## config.mk

```make
export PLATFORM = sky130hd
export DESIGN_NAME = fact_initiator
export DESIGN_NICKNAME = d
export VERILOG_FILES = /design/src/rtl/fact_initiator.sv
export SDC_FILE = /design/constraint.sdc
export NUM_CORES = 1
export LEC_CHECK = 0
export ABC_AREA = 1
export CAP_MARGIN = 20
export CORE_MARGIN = 2
export CORE_UTILIZATION = 49
export DETAILED_ROUTE_END_ITERATION = 6
export PLACE_DENSITY = 0.83
export SYNTH_ARGS = -nofsm -noshare
export SYNTH_HDL_FRONTEND = slang
export SYNTH_SLANG_ARGS = --single-unit
export TNS_END_PERCENT = 1
```

## constraint.sdc

```tcl
create_clock -name clk -period 3.5 [get_ports clk]
set_clock_uncertainty 0.2 [all_clocks]
set_input_delay 0.525 -clock clk [delete_from_list [all_inputs] [get_ports clk]]
set_output_delay 0.525 -clock clk [all_outputs]
set_load 0.01 [all_outputs]
```

## src/rtl/fact_initiator.sv

```systemverilog
// rtl/fact_initiator.sv - start/done handshake initiator for the factorial core
// Optional build macro FACT_OVF_SKIP_EN: operands above MAX_ARG bypass the core
// and complete immediately with a zero result and res_ovf set.
module fact_initiator #(
    parameter int DATA_W  = 8,
    parameter int RES_W   = 16,
    parameter int MAX_ARG = 8,
    parameter int TIMEOUT = 1023
) (
    input  logic              clk,
    input  logic              reset,
    input  logic              op_valid,
    output logic              op_ready,
    input  logic [DATA_W-1:0] op_data,
    output logic              res_valid,
    input  logic              res_ready,
    output logic [RES_W-1:0]  res_data,
    output logic              res_ovf,
    output logic              res_timeout,
    output logic              f_start,
    output logic [DATA_W-1:0] f_data,
    input  logic              f_done,
    input  logic [RES_W-1:0]  f_result
);

    localparam int CNT_W = $clog2(TIMEOUT + 1);
    localparam logic [CNT_W-1:0]  CNT_LAST = CNT_W'(TIMEOUT - 1);
    localparam logic [DATA_W-1:0] ARG_MAX  = DATA_W'(MAX_ARG);

    typedef enum logic [2:0] {
        S_IDLE,
        S_START,
        S_WAIT,
        S_HOLD,
        S_RELEASE
    } state_t;

    state_t           state;
    logic [CNT_W-1:0] cnt;
    logic             ovf;

    // Single control FSM; every output is a register so nothing is combinational from inputs.
    always_ff @(posedge clk) begin
        if (reset) begin
            state       <= S_IDLE;
            cnt         <= '0;
            ovf         <= 1'b0;
            op_ready    <= 1'b0;
            res_valid   <= 1'b0;
            res_data    <= '0;
            res_ovf     <= 1'b0;
            res_timeout <= 1'b0;
            f_start     <= 1'b0;
            f_data      <= '0;
        end else begin
            case (state)
                S_IDLE: begin
                    op_ready <= 1'b1;
                    if (op_valid && op_ready) begin
                        op_ready <= 1'b0;
`ifdef FACT_OVF_SKIP_EN
                        if (op_data > ARG_MAX) begin
                            // Result cannot fit: finish without bothering the core.
                            res_data    <= '0;
                            res_ovf     <= 1'b1;
                            res_timeout <= 1'b0;
                            res_valid   <= 1'b1;
                            state       <= S_HOLD;
                        end else begin
                            f_data  <= op_data;
                            ovf     <= 1'b0;
                            f_start <= 1'b1;
                            state   <= S_START;
                        end
`else
                        f_data  <= op_data;
                        ovf     <= (op_data > ARG_MAX);
                        f_start <= 1'b1;
                        state   <= S_START;
`endif
                    end
                end
                S_START: begin
                    // f_start was raised on entry, so this state lasts exactly one pulse.
                    f_start <= 1'b0;
                    cnt     <= '0;
                    state   <= S_WAIT;
                end
                S_WAIT: begin
                    cnt <= cnt + CNT_W'(1);
                    if (f_done) begin
                        // done has priority over a timeout expiring in the same cycle
                        res_data    <= f_result;
                        res_ovf     <= ovf;
                        res_timeout <= 1'b0;
                        res_valid   <= 1'b1;
                        state       <= S_HOLD;
                    end else if (cnt == CNT_LAST) begin
                        res_data    <= '0;
                        res_ovf     <= ovf;
                        res_timeout <= 1'b1;
                        res_valid   <= 1'b1;
                        state       <= S_HOLD;
                    end
                end
                S_HOLD: begin
                    if (res_ready) begin
                        res_valid <= 1'b0;
                        state     <= S_RELEASE;
                    end
                end
                S_RELEASE: begin
                    // Absorb a done that is still high, including one arriving after a timeout.
                    if (!f_done) begin
                        op_ready <= 1'b1;
                        state    <= S_IDLE;
                    end
                end
                default: begin
                    op_ready <= 1'b0;
                    state    <= S_IDLE;
                end
            endcase
        end
    end

endmodule

```

==> results of run 1 <==
## registers in the layout (all words and copies together) (netlist names), 3 cells and up
name / count
res_data: 16
cnt: 10
f_data: 8
state: 3
## synth_stat cells (all sizes together)
| cell | count | area share, % |
|---|---|---|
| a211oi | 2 | 1.1 |
| a21o | 1 | 0.40 |
| a21oi | 38 | 11 |
| a22oi | 1 | 0.40 |
| a31oi | 2 | 0.67 |
| buf | 5 | 2.5 |
| clkbuf | 3 | 0.80 |
| dfxtp | 43 | 46 |
| ha | 2 | 1.3 |
| inv | 28 | 5.6 |
| nand2 | 72 | 16 |
| nand3 | 13 | 3.8 |
| nand3b | 1 | 0.40 |
| nand4 | 2 | 1.0 |
| nor2 | 19 | 5.0 |
| nor3 | 2 | 0.54 |
| o21ai | 12 | 3.2 |
| o31ai | 1 | 0.40 |
| or2 | 2 | 0.67 |
## final cells by class
cell class / count / area, sq um
well taps: 48 / 60.06
repair buffers: 58 / 578.1
flip-flops and latches: 43 / 860.8
fillers: 329 / 1117
clock buffers: 8 / 100.1
multi-input cells: 170 / 839.6
inverters: 28 / 105.1
## worst max path at each step
stage / from / endpoint / cells after the start
after detailed placement: op_valid / ovf / 4
after floorplan: f_done / res_data[10] / 6
final: op_ready / op_ready / 1
after global placement: reset / res_timeout / 5
after CTS: op_ready / op_ready / 1
after global routing: op_ready / op_ready / 1
## through the flow
| stage | hold slack [ps] | util [%] | worst slack (ps) |
|---|---|---|---|
| after global placement | 231.7 | 66.75 | 1381 |
| after CTS | 252.1 | 69.48 | 1507 |
| after floorplan | 259.0 | - | 2029 |
| after global routing | 275.3 | 69.48 | 1465 |
| final | 250.3 | 69.48 | 1526 |
| after detailed placement | 241.1 | 66.75 | 1310 |
## layer usage
| layer | wire, um | vias to the layer above | share of wire (%) | global-route usage [%] |
|---|---|---|---|---|
| met4 | 80 | 0 | 1.9 | 9.115 |
| met3 | 262 | 7 | 6.4 | 7.877 |
| met2 | 1923 | 47 | 47 | 36.36 |
| met1 | 1845 | 801 | 45 | 25.51 |
| li1 | - | 915 | - | - |
| met5 | 0 | - | 0 | 0 |
## where the power goes
group	internal [mW]	switching, mW	total [mW]
Clock	0.180	0.163	0.343
Combinational	0.221	0.278	0.499
Sequential	0.568	0.0574	0.625
## logic make-up (layout without fill, tap and decap cells)
group | Yosys count | in the layout | synth area share, %
compound gates | 57 | 57 | 16.74
fa+ha+maj | 2 | 2 | 1.339
buf+inv | 36 | 94 | 8.975
flops | 43 | 43 | 46.08
simple gates | 111 | 111 | 26.86
==> impl_metrics.csv, run 1 <==
group,metric,value,unit
run_status,run_status,"finished, final reports clean",
setup_path,r2r_cells,4,
detailed_routing,detailedRoute.firstIterationViolations,125,
worst_hold_path,hold_path_startpoint,"f_data[5]",
global_routing,grt_pass1_vias,1748,
timing,setup_viol,0,
setup_path,cp_max_fo,4,
power,report.power.total,1.467,mW
clocking,cts_tree,"yes",
timing,post-route-min-period,1974,ps
worst_hold_path,hold_class,"reg2reg",
setup_path,critPathRequiredTime,2770,ps
global_routing,overall_track_demand_over_capacity_in_global_routing,21.96,%
die,die_width,65.75,um
global_routing,grt_max_degree,29,
detailed_routing,via_count,1770,
detailed_routing,initial_drt_pass_iterations,4,
placed_design,dpl-instance-area,2444,sq um
layout,drive_above_1_share,7.492,%
worst_hold_path,hold_path_depth,2,
synth,post_synthesis_instance_area,1868,sq um
timing,slew_violations,0,
detailed_routing,totalWireLength,4111,um
clocking,ctsHoldBuffers,0,
setup_path,kind_of_cell_adding_the_most_delay_to_the_critical_path,"buffers and inverters",
layout,stdcell_count,355,
timing,maxSlewHeadroom,71.16,%
detailed_routing,drcViolationCount,0,
synth,syn_nets,280,
global_routing,grt_antenna_before_repair,0,
global_routing,globalRouteOverflowTotal,0,
global_routing,grt_first_pass_wirelength,7245,um
layout,layout_commonest_cell,"sky130_fd_sc_hd__nand2_1",
setup_path,rrSetupSlack,1760,ps
synth,syn_inst,249,
setup_path,critical_path.slowest_cell,"sky130_fd_sc_hd__clkdlybuf4s50_1",
placed_design,hpwlAfterDp,3004,um
placed_design,placed_cells,347,
layout,antenna_cells,0,
clocking,cts_post_setup_buffers_inserted,0,
timing,fin_setup_tns,0,ps
layout,fin_nets,337,
power,worst_ir_drop_vdd,0.3076,mV
synth,synth.ff_latch_count,43,
synth,synth.lib_cells_used.distinct,32,
placed_design,gp_weighted_congestion,0.8177,
die,num_rows,22,
clocking,clockRootBuffer,"sky130_fd_sc_hd__clkbuf_8",
setup_path,reg2reg_from,"state[0]",
setup_path,endpoint_kind,"primary output",
detailed_routing,wire_length_per_cell_after_detailed_routing,11.58,um
timing,period_share,56.40,%
clocking,cts.sink_count,43,
detailed_routing,avgViaCountPerCell,4.986,
detailed_routing,postRouteAntennaNets,0,
power,powerDensity,576.9,nW/um^2
synth,sequential_cell_area_fraction_in_the_yosys_report,46.08,%
clocking,worst_path_clk_slew,80,ps
synth,mean_cell_area_of_the_mapped_netlist,7.502,sq um
setup_path,critical_path.n_buffers_inverters,1,
layout,mostFrequentLayoutCells,"68 x sky130_fd_sc_hd__nand2_1, 57 x sky130_fd_sc_hd__clkdlybuf4s50_1, 43 x sky130_fd_sc_hd__dfxtp_1",
clocking,h-tree-depth,2,
placed_design,io_buffers,57,
clocking,clk_path_buf_depth,2,
timing,tightestPinTransition,431.6,ps
clocking,cts_resized,0,
clocking,worstSkewPairLatency,300,ps
worst_hold_path,worstHoldEndpoint,"f_data[5]",
setup_path,worst_r2r_endpoint,"ovf",
timing,fmax,506.6,MHz
timing,timing_hold_violations_final,0,
die,die_area,4322,sq um
synth,synth.yosys.warnings,0,
die,initial_cell_density_of_the_core,51.03,%
timing,grt_setup_unrepaired,"no",
setup_path,cp_slowest_stage_delay,560,ps
setup_path,crit_path_start_kind,"flip-flop",
power,total_leakage_power,0.9804,nW
run,cap_violations,0,
layout,finalInstanceArea,2544,sq um
setup_path,crit_path_cell_trace,"clkdlybuf4s50_1",
die,floorplan.core_area,3661,sq um
clocking,cts_buffers,5,
die,die-height,65.75,um
setup_path,timing.critical_path.arrival,1250,ps
setup_path,setup.worst_path.class,"reg2out",
layout,area_delta_synth_final,36.17,%
die,design.portCount,58,
No activity file was read; power rests on OpenSTA's default activity.
==> run 2: changes to the inputs <==
Settings changed: CORE_UTILIZATION 49 to 46, PLACE_DENSITY 0.83 to 0.79.
Clock period 3.5 ns to 2 ns, I/O delays scaled along.
==> impl_metrics.csv, run 2 (synthesis gave the netlist of run 1 again) <==
group,metric,value,unit
run_status,run_status,"finished, final reports clean",
detailed_routing,postRouteAntennaNets,0,
power,seq_power_share,41.4,%
detailed_routing,drcViolationCount,0,
placed_design,gp_weighted_congestion,0.8062,
worst_hold_path,hold_class,"reg2reg",
setup_path,endpoint_kind,"primary output",
setup_path,worstSetupPathDepth,1,
layout,final_core_util,65.28,%
timing,slew_violations,0,
power,power_switching_share,33.46,%
setup_path,cp_slowest_stage_delay,560,ps
setup_path,critical_path.n_buffers_inverters,1,
placed_design,io_buffers,57,
clocking,cts_resized,0,
timing,maxSlewHeadroom,69.58,%
power,power.share.clock,25.1,%
layout,register_ranked_first_by_flip_flop_count,"res_data",
setup_path,worst_r2r_endpoint,"state[0]",
setup_path,timing.critical_path.arrival,1240,ps
setup_path,crit_path_end,"op_ready",
clocking,ctsHoldBuffers,0,
placed_design,place_worst_setup_slack,242.8,ps
layout,antenna_cells,0,
run,cap_violations,0,
power,powerDensity,1030,nW/um^2
clocking,cts_post_setup_buffers_inserted,0,
layout,area_delta_synth_final,37.78,%
detailed_routing,avgViaCountPerCell,4.822,
setup_path,reg2reg_from,"state[2]",
timing,setup_viol,0,
detailed_routing,initial_drt_pass_iterations,4,
die,num_rows,23,
setup_path,kind_of_cell_adding_the_most_delay_to_the_critical_path,"buffers and inverters",
timing,setup_slack,256.5,ps
clocking,clk_path_buf_depth,2,
layout,fillers,333,
setup_path,crit_path_start_kind,"flip-flop",
die,initial_cell_density_of_the_core,47.38,%
setup_path,cp-startpoint,"op_ready",
setup_path,r2r_cells,6,
timing,fmax,573.6,MHz
setup_path,rrSetupSlack,390,ps
global_routing,globalRouteOverflowTotal,0,
layout,reg.largest.list,"res_data x16, cnt x10, f_data x8",
layout,largest_register_ffs,16,
timing,post-route-min-period,1743,ps
layout,fin_nets,339,
die,die-height,67.73,um
timing,timing_hold_violations_final,0,
timing,tightestPinTransition,455.8,ps
power,total_leakage_power,0.9956,nW
placed_design,hpwlAfterDp,2916,um
clocking,clockRootBuffer,"sky130_fd_sc_hd__clkbuf_8",
power,combPwrFrac,33.5,%
global_routing,grt_max_degree,28,
global_routing,grt_antenna_before_repair,0,
setup_path,cp_max_fo,4,
timing,fin_setup_tns,0,ps
timing,period_share,87.17,%
clocking,worstSkewPairLatency,300,ps
global_routing,grt_first_pass_wirelength,6596,um
detailed_routing,detailedRoute.firstIterationViolations,54,
power,internal_power_summed_over_all_cells,1.763,mW
setup_path,crit_path_cell_trace,"clkdlybuf4s50_1",
detailed_routing,via_count,1731,
setup_path,critical_path.slowest_cell,"sky130_fd_sc_hd__clkdlybuf4s50_1",
layout,seq_area,860.8,sq um
clocking,cts_tree,"yes",
setup_path,setup.worst_path.class,"reg2out",
clocking,worst_path_clk_slew,80,ps
layout,total_area_of_multi_input_combinational_cells,839.6,sq um
power,power.switching,0.8868,mW
global_routing,grt_pass1_vias,1597,
clocking,h-tree-depth,2,
die,die_area,4587,sq um
die,die_width,67.73,um
layout,drive_above_1_share,8.414,%
power,report.power.total,2.650,mW
setup_path,critPathRequiredTime,1500,ps
detailed_routing,totalWireLength,4011,um
clocking,cts.sink_count,43,
clocking,cts_buffers,5,
layout,layout_commonest_cell,"sky130_fd_sc_hd__nand2_1",
layout,mostFrequentLayoutCells,"68 x sky130_fd_sc_hd__nand2_1, 57 x sky130_fd_sc_hd__clkdlybuf4s50_1, 43 x sky130_fd_sc_hd__dfxtp_1",
die,design.portCount,58,
die,floorplan.core_area,3943,sq um
detailed_routing,wire_length_per_cell_after_detailed_routing,11.17,um
power,worst_ir_drop_vdd,0.5258,mV
global_routing,overall_track_demand_over_capacity_in_global_routing,18.85,%
timing,grt_setup_unrepaired,"no",
==> run 2: final cells by class <==
type / count / area share [%]
clock buffer: 5 / 2.674
clock inverter: 3 / 1.702
inverter: 28 / 4.084
multi-input combinational: 170 / 32.62
sequential: 43 / 33.45
tap: 50 / 2.431
timing repair buffer: 60 / 23.04
==> run 2: worst min path at each step <==
stage / startpoint / end / slack [ps] / cells after the start
final: f_data[1] / f_data[1] / 250 / 2
after global routing: f_data[3] / f_data[3] / 270 / 2
after CTS: f_data[1] / f_data[1] / 250 / 2
after detailed placement: f_data[1] / f_data[1] / 240 / 2
after global placement: f_data[7] / f_data[7] / 230 / 2
after floorplan: f_result[0] / res_data[0] / 250 / 2
==> run 2: power by group through the flow <==
stage | logic, mW | registers (mW) | clock network (mW)
6_report | 0.888 | 1.10 | 0.664
5_1_grt | 0.985 | 1.11 | 0.719
4_1_cts | 0.897 | 1.10 | 0.685
3_5_place_dp | 0.893 | 1.11 | 0
3_3_place_gp | 0.881 | 1.11 | 0
2_1_floorplan | 0.515 | 1.15 | 0
==> run 2: metrics by stage <==
stage / cell area (sq um) / hold WS (ps) / std cells
5_1_grt: 2574 / 273.8 / 359
2_1_floorplan: 1868 / 247.2 / 249
4_1_cts: 2574 / 252.1 / 359
6_report: 2574 / 249.9 / 359
3_3_place_gp: 2461 / 232.8 / 351
3_5_place_dp: 2461 / 239.7 / 351
==> run 2: metal layers <==
layer | track usage, % | vias to the layer above | part of all wire (%)
li1 | - | 920 | -
met1 | 23.46 | 777 | 48
met2 | 31.50 | 30 | 47
met3 | 5.000 | 4 | 4.4
met4 | 6.122 | 0 | 0.60
met5 | 0 | - | 0
==> run 3: changes to the inputs <==
Settings changed: ABC_CLOCK_PERIOD_IN_PS set to 2000, CORE_UTILIZATION 46 to 48, CTS_BUF_LIST set to sky130_fd_sc_hd__clkbuf_4 sky130_fd_sc_hd__clkbuf_8, PLACE_DENSITY 0.79 to 0.82.
==> impl_metrics.csv, run 3 (synthesis gave the netlist of run 1 again) <==
group,metric,value,unit
run_status,run_status,"finished, final reports clean",
global_routing,overall_track_demand_over_capacity_in_global_routing,21.22,%
timing,setup_viol,0,
setup_path,cp_slowest_stage_delay,590,ps
setup_path,cp_max_fo,4,
timing,fin_setup_tns,0,ps
run,cap_violations,0,
layout,final_core_util,68.83,%
placed_design,io_buffers,57,
worst_hold_path,hold_class,"reg2reg",
power,combPwrFrac,35.1,%
detailed_routing,detailed_routed_wire_length_on_met2,2061,um
timing,fmax,555.3,MHz
die,die-height,66.39,um
layout,antenna_cells,0,
timing,maxSlewHeadroom,69.66,%
global_routing,grt_max_degree,28,
layout,finalInstanceArea,2539,sq um
layout,reg.largest.list,"res_data x16, cnt x10, f_data x8",
placed_design,placed_cells,348,
detailed_routing,via_count,1790,
detailed_routing,totalWireLength,4250,um
clocking,cts_post_setup_buffers_inserted,0,
die,die_width,66.39,um
timing,setup_slack,199.3,ps
setup_path,timing.critical_path.arrival,1300,ps
placed_design,gp_weighted_congestion,0.7820,
timing,timing_hold_violations_final,0,
detailed_routing,wire_length_per_cell_after_detailed_routing,11.97,um
timing,tightestPinTransition,454.5,ps
detailed_routing,met1_length,1834,um
power,internal_power_summed_over_all_cells,1.656,mW
detailed_routing,drcViolationCount,0,
die,design.portCount,58,
placed_design,hpwlAfterDp,3051,um
setup_path,critical_path.n_buffers_inverters,1,
clocking,h-tree-depth,2,
timing,period_share,90.04,%
die,num_rows,22,
setup_path,setup.worst_path.class,"reg2out",
placed_design,dpl-instance-area,2451,sq um
detailed_routing,top_layer,"met4",
placed_design,place_worst_setup_slack,179.6,ps
detailed_routing,avgViaCountPerCell,5.042,
setup_path,critical_path.slowest_cell,"sky130_fd_sc_hd__clkdlybuf4s50_1",
global_routing,globalRouteOverflowTotal,0,
detailed_routing,postRouteAntennaNets,0,
layout,drive_above_1_share,7.818,%
power,seq_power_share,43.1,%
power,total_leakage_power,0.9802,nW
power,power.share.clock,21.8,%
setup_path,crit_path_cell_trace,"clkdlybuf4s50_1",
timing,post-route-min-period,1801,ps
setup_path,endpoint_kind,"primary output",
layout,largest_register_ffs,16,
power,worst_ir_drop_vdd,0.6067,mV
detailed_routing,detailedRoute.firstIterationViolations,122,
clocking,clk_path_buf_depth,2,
clocking,cts.sink_count,43,
clocking,worstSkewPairLatency,290,ps
clocking,cts_resized,0,
layout,mostFrequentLayoutCells,"68 x sky130_fd_sc_hd__nand2_1, 57 x sky130_fd_sc_hd__clkdlybuf4s50_1, 43 x sky130_fd_sc_hd__dfxtp_1",
layout,register_ranked_first_by_flip_flop_count,"res_data",
clocking,clockRootBuffer,"sky130_fd_sc_hd__clkbuf_8",
global_routing,grt_pass1_vias,1705,
setup_path,crit_path_start_kind,"flip-flop",
layout,layout_commonest_cell,"sky130_fd_sc_hd__nand2_1",
detailed_routing,initial_drt_pass_iterations,4,
layout,fin_nets,338,
timing,grt_setup_unrepaired,"no",
power,report.power.total,2.545,mW
layout,area_delta_synth_final,35.90,%
layout,stdcell_count,355,
die,initial_cell_density_of_the_core,50.64,%
clocking,cts_tree,"yes",
power,power.switching,0.8888,mW
global_routing,grt_antenna_before_repair,0,
timing,slew_violations,0,
power,powerDensity,1003,nW/um^2
clocking,worst_path_clk_slew,80,ps
power,power_switching_share,34.92,%
setup_path,kind_of_cell_adding_the_most_delay_to_the_critical_path,"buffers and inverters",
die,floorplan.core_area,3689,sq um
clocking,cts_buffers,5,
timing,timing.hold.ws,250.5,ps
global_routing,grt_first_pass_wirelength,7224,um
die,die_area,4407,sq um
detailed_routing,routed-wl-met3,321,um
setup_path,critPathRequiredTime,1500,ps
clocking,ctsHoldBuffers,0,
## run 3: path summary, 6_finish.rpt
| kind | start | endpoint | slack [ps] | cells past startpoint |
|---|---|---|---|---|
| hold / removal | f_data[4] | f_data[4] | 250 | 2 |
| setup reg to reg | state[0] | ovf | 350 | 4 |
| hold reg to reg | f_data[4] | f_data[4] | 250 | 2 |
| setup / recovery | op_ready | op_ready | 200 | 1 |
## run 3: cell type report
class | instances | area, sq um
clock buffer | 6 | 82.58
clock inverter | 1 | 5.005
fill | 322 | 1150
inverter | 28 | 105.1
multi-input combinational | 170 | 839.6
sequential | 43 | 860.8
tap | 48 | 60.06
timing repair buffer | 59 | 585.6
## run 3: per-layer routing
layer	GRT usage [%]	vias to the layer above
met2	38.13	49
met1	23.44	824
met5	0	-
met4	5.357	0
met3	7.836	4
li1	-	913
## run 3: power groups by stage
stage	logic (mW)	clock network, mW	registers [mW]
4_1_cts	0.899	0.566	1.10
6_report	0.893	0.555	1.10
3_3_place_gp	0.878	0	1.11
2_1_floorplan	0.515	0	1.15
3_5_place_dp	0.894	0	1.12
5_1_grt	0.996	0.606	1.12
